<file path="config.mk">
export PLATFORM = sky130hd
export DESIGN_NAME = cpu_bus_unit
export DESIGN_NICKNAME = d
export VERILOG_FILES = /design/src/rtl/cpu_pkg.sv /design/src/rtl/cpu_fetch_buf.sv /design/src/rtl/cpu_bus_unit.sv
export SDC_FILE = /design/constraint.sdc
export NUM_CORES = 1
export LEC_CHECK = 0
export BUFFER_PORTS_ARGS = -buffer_cell sky130_fd_sc_hd__buf_2
export CAP_MARGIN = 20
export CORE_UTILIZATION = 25
export CTS_CLUSTER_DIAMETER = 100
export DETAILED_ROUTE_END_ITERATION = 8
export SLEW_MARGIN = 10
export SYNTH_ARGS = -nofsm -noshare
export SYNTH_HDL_FRONTEND = slang
export SYNTH_SLANG_ARGS = --single-unit
export TNS_END_PERCENT = 100
</file>
<file path="constraint.sdc">
create_clock -name clk -period 1.53 [get_ports clk]
set_clock_uncertainty 0.1 [all_clocks]
set_input_delay 0 -clock clk [delete_from_list [all_inputs] [get_ports clk]]
set_output_delay 0 -clock clk [all_outputs]
set_load 0.05 [all_outputs]
</file>
<file path="src/rtl/cpu_pkg.sv">
// Shared definitions for the MIPS core bus interface unit.
// Holds the default bus widths and the bus FSM state encoding.
package cpu_pkg;

    localparam int CPU_DATA_W = 16;
    localparam int CPU_ADDR_W = 16;

    localparam logic [2:0] ST_IDLE   = 3'd0;
    localparam logic [2:0] ST_D_REQ  = 3'd1;
    localparam logic [2:0] ST_D_WAIT = 3'd2;
    localparam logic [2:0] ST_I_REQ  = 3'd3;
    localparam logic [2:0] ST_I_WAIT = 3'd4;

    typedef enum logic [2:0] {
        IDLE   = ST_IDLE,
        D_REQ  = ST_D_REQ,
        D_WAIT = ST_D_WAIT,
        I_REQ  = ST_I_REQ,
        I_WAIT = ST_I_WAIT
    } bus_state_t;

endpackage

</file>
<file path="src/rtl/cpu_fetch_buf.sv">
// One-entry fetch buffer: remembers the last completed instruction fetch
// so a repeated fetch of the same address is answered without a bus access.
// A completed data write to the buffered address invalidates the entry.
// Only instantiated when CPU_BUS_FETCH_BUF_EN is defined.
module cpu_fetch_buf
    import cpu_pkg::*;
#(
    parameter int DATA_W = CPU_DATA_W,
    parameter int ADDR_W = CPU_ADDR_W
) (
    input  logic              clk,
    input  logic              reset,
    input  logic [ADDR_W-1:0] lookup_addr,
    input  logic              fill_en,
    input  logic [ADDR_W-1:0] fill_addr,
    input  logic [DATA_W-1:0] fill_data,
    input  logic              inv_en,
    input  logic [ADDR_W-1:0] inv_addr,
    output logic              hit,
    output logic [DATA_W-1:0] word
);

    logic              valid;
    logic [ADDR_W-1:0] tag;
    logic [DATA_W-1:0] data;

    // Fill on a completed fetch, drop the entry when a store overwrites it.
    always_ff @(posedge clk or negedge reset) begin
        if (!reset) begin
            valid <= 1'b0;
            tag   <= '0;
            data  <= '0;
        end else if (fill_en) begin
            valid <= 1'b1;
            tag   <= fill_addr;
            data  <= fill_data;
        end else if (inv_en && (inv_addr == tag)) begin
            valid <= 1'b0;
        end
    end

    assign hit  = valid && (tag == lookup_addr);
    assign word = data;

endmodule

</file>
<file path="src/rtl/cpu_bus_unit.sv">
// Bus interface unit for the pipelined MIPS core.
// Merges the instruction-fetch and data-memory ports onto one single-port
// request/grant/response bus, with at most one transaction outstanding,
// and stalls the pipeline while an access is pending.
// Optional feature macro: CPU_BUS_FETCH_BUF_EN (one-entry fetch buffer).
// Reset is asynchronous and active-low on the port named reset.
module cpu_bus_unit
    import cpu_pkg::*;
#(
    parameter int DATA_W = CPU_DATA_W,
    parameter int ADDR_W = CPU_ADDR_W
) (
    input  logic              clk,
    input  logic              reset,
    input  logic              if_req,
    input  logic [ADDR_W-1:0] if_addr,
    output logic [DATA_W-1:0] if_rdata,
    output logic              if_valid,
    input  logic              mem_rd,
    input  logic              mem_wr,
    input  logic [ADDR_W-1:0] mem_addr,
    input  logic [DATA_W-1:0] mem_wdata,
    output logic [DATA_W-1:0] mem_rdata,
    output logic              mem_done,
    output logic              stall,
    output logic              bus_req,
    output logic              bus_we,
    output logic [ADDR_W-1:0] bus_addr,
    output logic [DATA_W-1:0] bus_wdata,
    input  logic              bus_gnt,
    input  logic              bus_rvalid,
    input  logic [DATA_W-1:0] bus_rdata
);

    bus_state_t        state;
    bus_state_t        next_state;
    logic [ADDR_W-1:0] cap_addr;
    logic              cap_we;
    logic [DATA_W-1:0] cap_wdata;
    logic              data_req;
    logic              start_d;
    logic              start_i;
    logic              fetch_done;
    logic              buf_serve;
    logic              buf_hit;
    logic [DATA_W-1:0] buf_word;

    assign data_req = mem_rd | mem_wr;

`ifdef CPU_BUS_FETCH_BUF_EN
    cpu_fetch_buf #(
        .DATA_W (DATA_W),
        .ADDR_W (ADDR_W)
    ) u_fetch_buf (
        .clk         (clk),
        .reset       (reset),
        .lookup_addr (if_addr),
        .fill_en     (fetch_done),
        .fill_addr   (cap_addr),
        .fill_data   (bus_rdata),
        .inv_en      (mem_done && cap_we),
        .inv_addr    (cap_addr),
        .hit         (buf_hit),
        .word        (buf_word)
    );
`else
    assign buf_hit  = 1'b0;
    assign buf_word = '0;
`endif

    // Data wins over fetch in IDLE; a buffered fetch never needs the bus.
    assign start_d = (state == IDLE) && data_req;
    assign start_i = (state == IDLE) && !data_req && if_req && !buf_hit;

    // State register plus registered bus request and captured bus fields.
    always_ff @(posedge clk or negedge reset) begin
        if (!reset) begin
            state     <= IDLE;
            bus_req   <= 1'b0;
            cap_addr  <= '0;
            cap_we    <= 1'b0;
            cap_wdata <= '0;
        end else begin
            state   <= next_state;
            bus_req <= (next_state == D_REQ) || (next_state == I_REQ);
            if (start_d) begin
                cap_addr  <= mem_addr;
                cap_we    <= mem_wr;
                cap_wdata <= mem_wdata;
            end else if (start_i) begin
                cap_addr  <= if_addr;
                cap_we    <= 1'b0;
                cap_wdata <= '0;
            end
        end
    end

    // Next-state logic: request until granted, wait for the response, return.
    always_comb begin
        next_state = state;
        case (state)
            IDLE: begin
                if (start_d) begin
                    next_state = D_REQ;
                end else if (start_i) begin
                    next_state = I_REQ;
                end
            end
            D_REQ:   if (bus_gnt)    next_state = D_WAIT;
            D_WAIT:  if (bus_rvalid) next_state = IDLE;
            I_REQ:   if (bus_gnt)    next_state = I_WAIT;
            I_WAIT:  if (bus_rvalid) next_state = IDLE;
            default: next_state = IDLE;
        endcase
    end

    // Completion strobes and returned data; a redirected fetch drops its response.
    always_comb begin
        mem_done   = (state == D_WAIT) && bus_rvalid;
        fetch_done = (state == I_WAIT) && bus_rvalid && (if_addr == cap_addr);
        buf_serve  = (state == IDLE) && if_req && buf_hit;
        mem_rdata  = '0;
        if_rdata   = '0;
        if (mem_done) begin
            mem_rdata = bus_rdata;
        end
        if (fetch_done) begin
            if_rdata = bus_rdata;
        end else if (buf_serve) begin
            if_rdata = buf_word;
        end
        if_valid = fetch_done | buf_serve;
        stall    = (data_req & ~mem_done) | (if_req & ~if_valid);
    end

    assign bus_we    = cap_we;
    assign bus_addr  = cap_addr;
    assign bus_wdata = cap_wdata;

endmodule

</file>
==> out/qor.yml, run 1 <==
fin_hold_ws_ps: -99.4
drv_cap: 0
worst_slack_ps: -556
antenna_found_initial: 0
status: "complete, but fails checks"
final_common_cell: "buf_2"
hold_path_class: "primary input to register"
worstPathRequired_ps: 1430
syn-num-nets: 285
die_y_um: 93.8
gr-total-overflow: 0
syn_area_um2: 2110
insertedDiodeCount: 0
firstDrtPassIters: 4
arrival_ps: 1990
dieArea_um2: 8800
io_buffers: 139
area_growth_pct: 124
finalSetupViolations: 69
worstMarginPinSlew_ps: 480
cts_tree: "done"
htreeDepth: 2
grt_start_max_net_pins: 38
end_kind: "output pin"
rows: 33
ys_types: 29
dp_hpwl_um: 4900
drc_errors: 0
cellPowerDensity_nw_per_um2: 1720
pre_cts_ws_ps: -422
clk_pin_slew_ps: 80
stdcell_count: 558
grt_pass1_wl_um: 12400
cts_made_buffers: 5
synth_seq_cells: 37
holdBufCountCts: 52
vias: 2552
ir_worst_vdd_uv: 1220
yosysTopAreaCell: "dfrtp_1"
tns_ps: -23910
io_pins: 140
grt.total_usage_pct: 18.4
hold_viol_final: 1
wl_met1_um: 3130
core_um2: 8180
routed_wirelength_um: 8120
avgSynthCellArea_um2: 9.85
fmax_mhz: 479
wl_met2_um: 4430
drt_iter0_drc: 74
synth_cells: 214
cts.sinks: 37
violations: "negative hold slack, negative setup slack"
critPathSlowestCell: "dfrtp_1"
fin_area_um2: 4730
fin_nets: 523
layout-drive-gt1-share_pct: 60.9
globalplace.congestion: 0.752
critical_path.max_fanout: 8
cts_root_buf: "clkbuf_8"
fp.dieW_um: 93.8
crit_chain: "nor3b_2 -> nand4_1 -> or3_4 -> clkbuf_16 -> nor3_4 -> buf_6"
ys.warnings.count: 0
synthTopCellsByArea: "dfrtp_1 44%, mux2i_1 7.6%, a22o_1 6.6%"
grt_pass1_vias: 2601
placed_cells: 481
total_power_mw: 8.14
start_util_pct: 25.8
place_area_um2: 3460
clk_path_buf_depth: 2
netlist.area_leader.share_pct: 43.9
slew_violations: 0
start_kind: "register"
maxUsedRoutingLayer: "met4"
period_needed_ps: 2090
post-route-util_pct: 57.8
fin_crit_sh_pct: 136
viasPerCell: 4.57
path_class: "register to output pin"
detail-route-antenna-nets: 0
met3_length_um: 462
wire_per_inst_um: 14.6
clock_latency_ps: 280
slowest_delay_ps: 400
p_leak_nw: 2.34
rsz0062_at_grt: "yes"
layout_common_cells: "104 x buf_2, 52 x dlygate4sd3_1, 33 x buf_4, 26 x buf_6, 22 x nand2_1"
ys_seq_area_share_pct: 43.9
slew_headroom_pct: 68.0
==> state kept, by name, summed over array words and instances (netlist names) <==
register   count
bus_we         1
bus_addr      16
bus_req        1
state          3
bus_wdata     16
==> layout make-up <==
type | instances | area (µm²)
inverter | 17 | 63.8
clock buffer | 5 | 68.8
sequential | 37 | 946
clock inverter | 3 | 21.3
tap | 105 | 131
timing repair buffer | 246 | 2150
fill | 675 | 3450
multi-input combinational | 145 | 1350
==> path summary, 6_finish.rpt <==
check	from	end	slack [ps]	depth (start not counted)
worst max register to register	state[2]	bus_we	-360	9
worst min register to register	bus_wdata[13]	bus_wdata[13]	390	1
worst min-delay path	mem_rd	state[1]	-100	4
min in group asynchronous	reset	bus_wdata[4]	190	3
worst max-delay path	state[0]	if_rdata[8]	-560	6
max in group asynchronous	reset	bus_addr[7]	770	3
==> per-layer routing <==
layer  vias up  GRT usage, %
met5         -             0
met4         0          5.64
met3        10          4.05
met2       103          34.1
met1      1225          20.7
li1       1214             -
==> report_power, final <==
| part | total (mW) | switching (mW) | internal, mW |
|---|---|---|---|
| sequential | 1.80 | 0.322 | 1.48 |
| clock | 0.693 | 0.370 | 0.323 |
| combinational | 5.65 | 3.24 | 2.40 |
==> worst max-delay path: cells and delay by family (launching register included) <==
| family | cells | cell delay [ps] |
|---|---|---|
| flops | 1 | 400 |
| buf+inv | 2 | 380 |
| simple gates | 4 | 910 |
==> cell families after synthesis <==
kind of cell,after synthesis,share of synthesized area (%)
simple gates,73,20.8
flops,37,43.9
buf+inv,32,7.60
xor+xnor,17,7.06
mux,17,8.13
compound gates,38,12.5
==> repair_timing <==
item,in CTS,in global routing
resized for setup,112,26
setup endpoints to repair,69,71
setup buffers,10,4
pin swaps,10,27
gates cloned,6,2
hold endpoints to repair,74,1
==> synthesized netlist by cell type, drive strengths merged <==
cell type and count:
nor4b 1, nor3 16, a22oi 1, and4bb 1, nor4 1, clkbuf 4
and2 16, inv 17, mux2i 16, a22o 16, nand2 24, mux2 1
nor3b 1, buf 11, dfrtp 37, xnor2 16, or3 2, xor2 1
nand4 6, nor2 5, o211ai 1, o41ai 2, o21ai 18
(Power assumes the default switching activity.)
==> run 2: changes to the inputs <==
Settings changed: CTS_BUF_LIST from default to sky130_fd_sc_hd__clkbuf_8, SETUP_SLACK_MARGIN from default to 0.1.
==> out/qor.yml, run 2 (same netlist as run 1, synthesis figures left out) <==
hold_path_end: "state[1]"
rsz0062_at_grt: "yes"
core_um2: 8180
cts_made_buffers: 5
routed_wirelength_um: 8820
finalSetupViolations: 71
reg2reg_from: "state[0]"
period_needed_ps: 2200
cts_root_buf: "clkbuf_8"
total_power_mw: 8.74
hold_start: "mem_rd"
vias: 2556
grt.total_usage_pct: 19.6
arrival_ps: 2100
grt_start_max_net_pins: 21
r2r.worst_path.cells: 9
grt_pass1_wl_um: 13200
critical_path.max_fanout: 8
die_y_um: 93.8
multi_input_area_um2: 1370
clock_latency_ps: 280
hold_path_class: "primary input to register"
cellPowerDensity_nw_per_um2: 1760
dieArea_um2: 8800
insertedDiodeCount: 0
dp_hpwl_um: 5000
drc_errors: 0
drv_cap: 0
hold_viol_final: 0
rows: 33
status: "complete, but fails checks"
nFillCells: 665
fp.dieW_um: 93.8
viasPerCell: 4.50
clk_path_buf_depth: 2
gr-total-overflow: 0
htreeDepth: 2
clk_pin_slew_ps: 80
crit_buf_inv: 2
stdcell_count: 568
fmax_mhz: 454
cts.sinks: 37
end_kind: "output pin"
start_kind: "register"
violations: "negative setup slack"
drt_iter0_drc: 28
seq_area_um2: 946
layout-drive-gt1-share_pct: 62.0
detail-route-antenna-nets: 0
placed_cells: 480
critPathTopFamily: "simple AND/OR/NAND/NOR gates"
area_growth_pct: 136
ir_worst_vdd_uv: 1360
worstPathRequired_ps: 1430
worstHoldPathCells: 5
critPathSlowestCell: "dfrtp_2"
globalplace.congestion: 0.690
worstMarginPinSlew_ps: 477
final_common_cell: "buf_2"
worstSetupStartpoint: "bus_addr[1]"
antenna_found_initial: 0
worst_slack_ps: -672
cts_tree: "done"
slowest_delay_ps: 420
slew_headroom_pct: 68.2
p_leak_nw: 2.48
start_util_pct: 25.8
io_pins: 140
reg2reg_slack_ps: -420
r2r_end: "bus_addr[13]"
tns_ps: -32120
layout_common_cells: "104 x buf_2, 52 x dlygate4sd3_1, 31 x buf_6, 31 x buf_4, 21 x dfrtp_1"
slew_violations: 0
firstDrtPassIters: 4
crit_chain: "xnor2_1 -> nand4_1 -> or3_4 -> bufbuf_16 -> nor3_4 -> buf_6"
grt_pass1_vias: 2651
path_class: "register to output pin"
io_buffers: 139
wire_per_inst_um: 15.5
fin_crit_sh_pct: 144
fin_nets: 533
run 2: cell types whose count changed in the layout (fill, tap and decap cells not counted), moves of 2 or more:
cell / previous run / this run
nand2_1: 22 / 20
buf_12: 7 / 9
bufbuf_16: 0 / 2
buf_4: 33 / 31
nand2_4: 0 / 2
buf_6: 26 / 31
buf_8: 18 / 20
run 2: how the worst max path moves through the flow:
stage / to / slack (ps) / cells after the start
2_1_floorplan: if_rdata[10] / -540 / 6
3_3_place_gp: if_rdata[10] / -380 / 6
3_5_place_dp: if_rdata[10] / -380 / 6
4_1_cts: if_rdata[14] / -610 / 6
5_1_grt: if_rdata[12] / -750 / 6
6_report: if_rdata[11] / -670 / 6
run 2: per-layer routing:
| layer | up-vias | part of all wire (%) | track usage [%] |
|---|---|---|---|
| li1 | 1239 | - | - |
| met1 | 1203 | 37 | 20.6 |
| met2 | 106 | 56 | 38.6 |
| met3 | 8 | 5.8 | 4.53 |
| met4 | 0 | 1.1 | 4.62 |
| met5 | - | 0 | 0 |
run 2: timing repair:
| action | 4_1_cts | 5_1_grt |
|---|---|---|
| resized for setup | 118 | 28 |
| endpoints found under the hold margin | 73 | 0 |
| setup buffers | 12 | 11 |
| endpoints found under the setup margin | 71 | 72 |
| pin swaps | 9 | 25 |
| cloned | 7 | 4 |
| hold buffers | 52 | 0 |
run 2: cell type report:
type / count / area share (%)
timing repair buffer: 256 / 47.3
multi-input combinational: 145 / 27.5
sequential: 37 / 19.0
tap: 105 / 2.64
clock buffer: 5 / 1.38
inverter: 17 / 1.28
clock inverter: 3 / 0.856
run 2: through the flow:
| step | util, % | hold slack, ps | worst slack, ps | cell area (µm²) |
|---|---|---|---|---|
| after global placement | 42.3 | -123 | -376 | 3460 |
| after detailed placement | 42.3 | -117 | -384 | 3460 |
| final | 60.8 | 63.2 | -672 | 4970 |
| after global routing | 60.8 | 71.7 | -754 | 4970 |
| after floorplan | - | -396 | -540 | 2480 |
| after CTS | 58.0 | 60.9 | -606 | 4740 |
run 2: power breakdown:
group	total (mW)	internal (mW)	switching, mW
registers	1.82	1.48	0.337
logic	6.07	2.69	3.38
clock network	0.853	0.483	0.370
total	8.74	4.66	4.09
run 2: worst reg2reg max path, delay by kind of cell (launching register included):
family | cells | cell delay (ps)
mux | 1 | 230
compound gates | 1 | 70
simple gates | 1 | 250
buf+inv | 6 | 790
flops | 1 | 400
==> run 3: changes to the inputs <==
Clock period 1.53 ns to 1.8 ns, I/O delays scaled along.
==> out/qor.yml, run 3 (same netlist as run 1, synthesis figures left out) <==
routed_wirelength_um: 7950
fin_nets: 516
violations: "negative setup slack"
critical_path.max_fanout: 8
r2r_end: "bus_wdata[1]"
fp.dieW_um: 93.8
clk_pin_slew_ps: 90
layout_common_cells: "104 x buf_2, 52 x dlygate4sd3_1, 35 x buf_4, 29 x buf_6, 24 x nand2_1"
critPathTopFamily: "simple AND/OR/NAND/NOR gates"
wl_met2_um: 4200
antenna_found_initial: 0
htreeDepth: 2
fin_area_um2: 4510
fin_crit_sh_pct: 116
arrival_ps: 1980
grt.total_usage_pct: 17.9
slowest_delay_ps: 430
worstPathRequired_ps: 1700
place_area_um2: 3370
worst_slack_ps: -279
worstHoldPathCells: 5
finalSetupViolations: 18
viasPerCell: 4.49
drv_cap: 0
core_um2: 8180
cts_tree: "done"
reg2reg_from: "state[1]"
drc_errors: 0
crit_buf_inv: 2
dieArea_um2: 8800
io_pins: 140
dp_hpwl_um: 4930
hold_path_class: "primary input to register"
insertedDiodeCount: 0
grt_start_max_net_pins: 49
die_y_um: 93.8
crit_chain: "xnor2_2 -> nand4_1 -> or3_4 -> buf_12 -> nor3_4 -> buf_6"
wl_met1_um: 3270
period_needed_ps: 2080
ir_worst_vdd_uv: 779
clock_latency_ps: 300
grt_pass1_wl_um: 12200
met3_length_um: 428
clk_path_buf_depth: 2
cts.sinks: 37
reg2reg_slack_ps: 60
fin_hold_ws_ps: 35.7
path_class: "register to output pin"
maxUsedRoutingLayer: "met4"
p_leak_nw: 2.23
globalplace.congestion: 0.708
area_growth_pct: 114
hold_viol_final: 0
cts_root_buf: "clkbuf_8"
io_buffers: 139
gr-total-overflow: 0
slew_violations: 0
wire_per_inst_um: 14.4
cellPowerDensity_nw_per_um2: 1460
hold_start: "mem_rd"
worstMarginPinSlew_ps: 483
detail-route-antenna-nets: 0
fmax_mhz: 481
firstDrtPassIters: 4
slew_headroom_pct: 67.8
grt_pass1_vias: 2577
rows: 33
cts_made_buffers: 5
hold_path_end: "state[1]"
rsz0062_at_grt: "yes"
r2r.worst_path.cells: 7
drt_iter0_drc: 67
status: "complete, but fails checks"
final_common_cell: "buf_2"
start_kind: "register"
vias: 2475
layout-drive-gt1-share_pct: 58.3
start_util_pct: 25.8
end_kind: "output pin"
critPathSlowestCell: "dfrtp_2"
run 3: cell count changes in the layout (fill, tap and decap cells not counted), sizes merged:
cell and delta:
and4bb +3, buf -15, bufbuf -2, bufinv -1, clkbuf -3, clkinvlp +1
run 3: final cells by class:
class / instances / area (µm²)
multi-input cells: 148 / 1370
fillers: 738 / 3670
repair buffers: 236 / 1910
inverters: 17 / 63.8
clock inverters: 3 / 21.3
flip-flops and latches: 37 / 946
well taps: 105 / 131
clock buffers: 5 / 68.8
run 3: how the worst max path moves through the flow:
stage / start / to / slack, ps / cells after the start
3_5_place_dp: bus_addr[12] / if_rdata[2] / -150 / 6
3_3_place_gp: bus_addr[12] / if_rdata[15] / -120 / 6
5_1_grt: state[1] / if_rdata[1] / -370 / 6
4_1_cts: bus_addr[2] / if_rdata[15] / -270 / 6
6_report: bus_addr[12] / if_rdata[0] / -280 / 6
2_1_floorplan: bus_addr[0] / if_rdata[10] / -270 / 6
run 3: timing repair:
item,CTS,global route
cloned,3,1
pin swaps,9,11
setup endpoints to repair,68,68
endpoints found under the hold margin,73,0
hold buffers,52,0
resized for setup,80,33
setup buffers,3,7
run 3: power by group:
part	internal (mW)	total, mW	switching [mW]
clock network	0.275	0.604	0.329
registers	1.26	1.53	0.268
logic	1.78	4.45	2.66
run 3: per-stage QoR:
stage	setup slack [ps]	TNS (ps)	util (%)	power, mW	cells
2_1_floorplan	-270	-2470	-	4.18	214
3_3_place_gp	-122	-2230	41.2	5.33	478
3_5_place_dp	-153	-2940	41.2	5.39	478
4_1_cts	-269	-4400	52.7	6.37	544
5_1_grt	-367	-6180	55.1	6.98	551
6_report	-279	-4160	55.1	6.58	551
run 3: per-layer routing:
metal	vias to the layer above	global-route usage [%]
met5	-	0
met4	0	3.97
li1	1201	-
met1	1185	21.4
met2	84	33.0
met3	5	3.40
run 3: tightest hold or removal path, stage by stage:
cell and delay [ps]:
buf_2 70, nor2_1 60, buf_4 140, nand2_1 40
o21ai_0 70
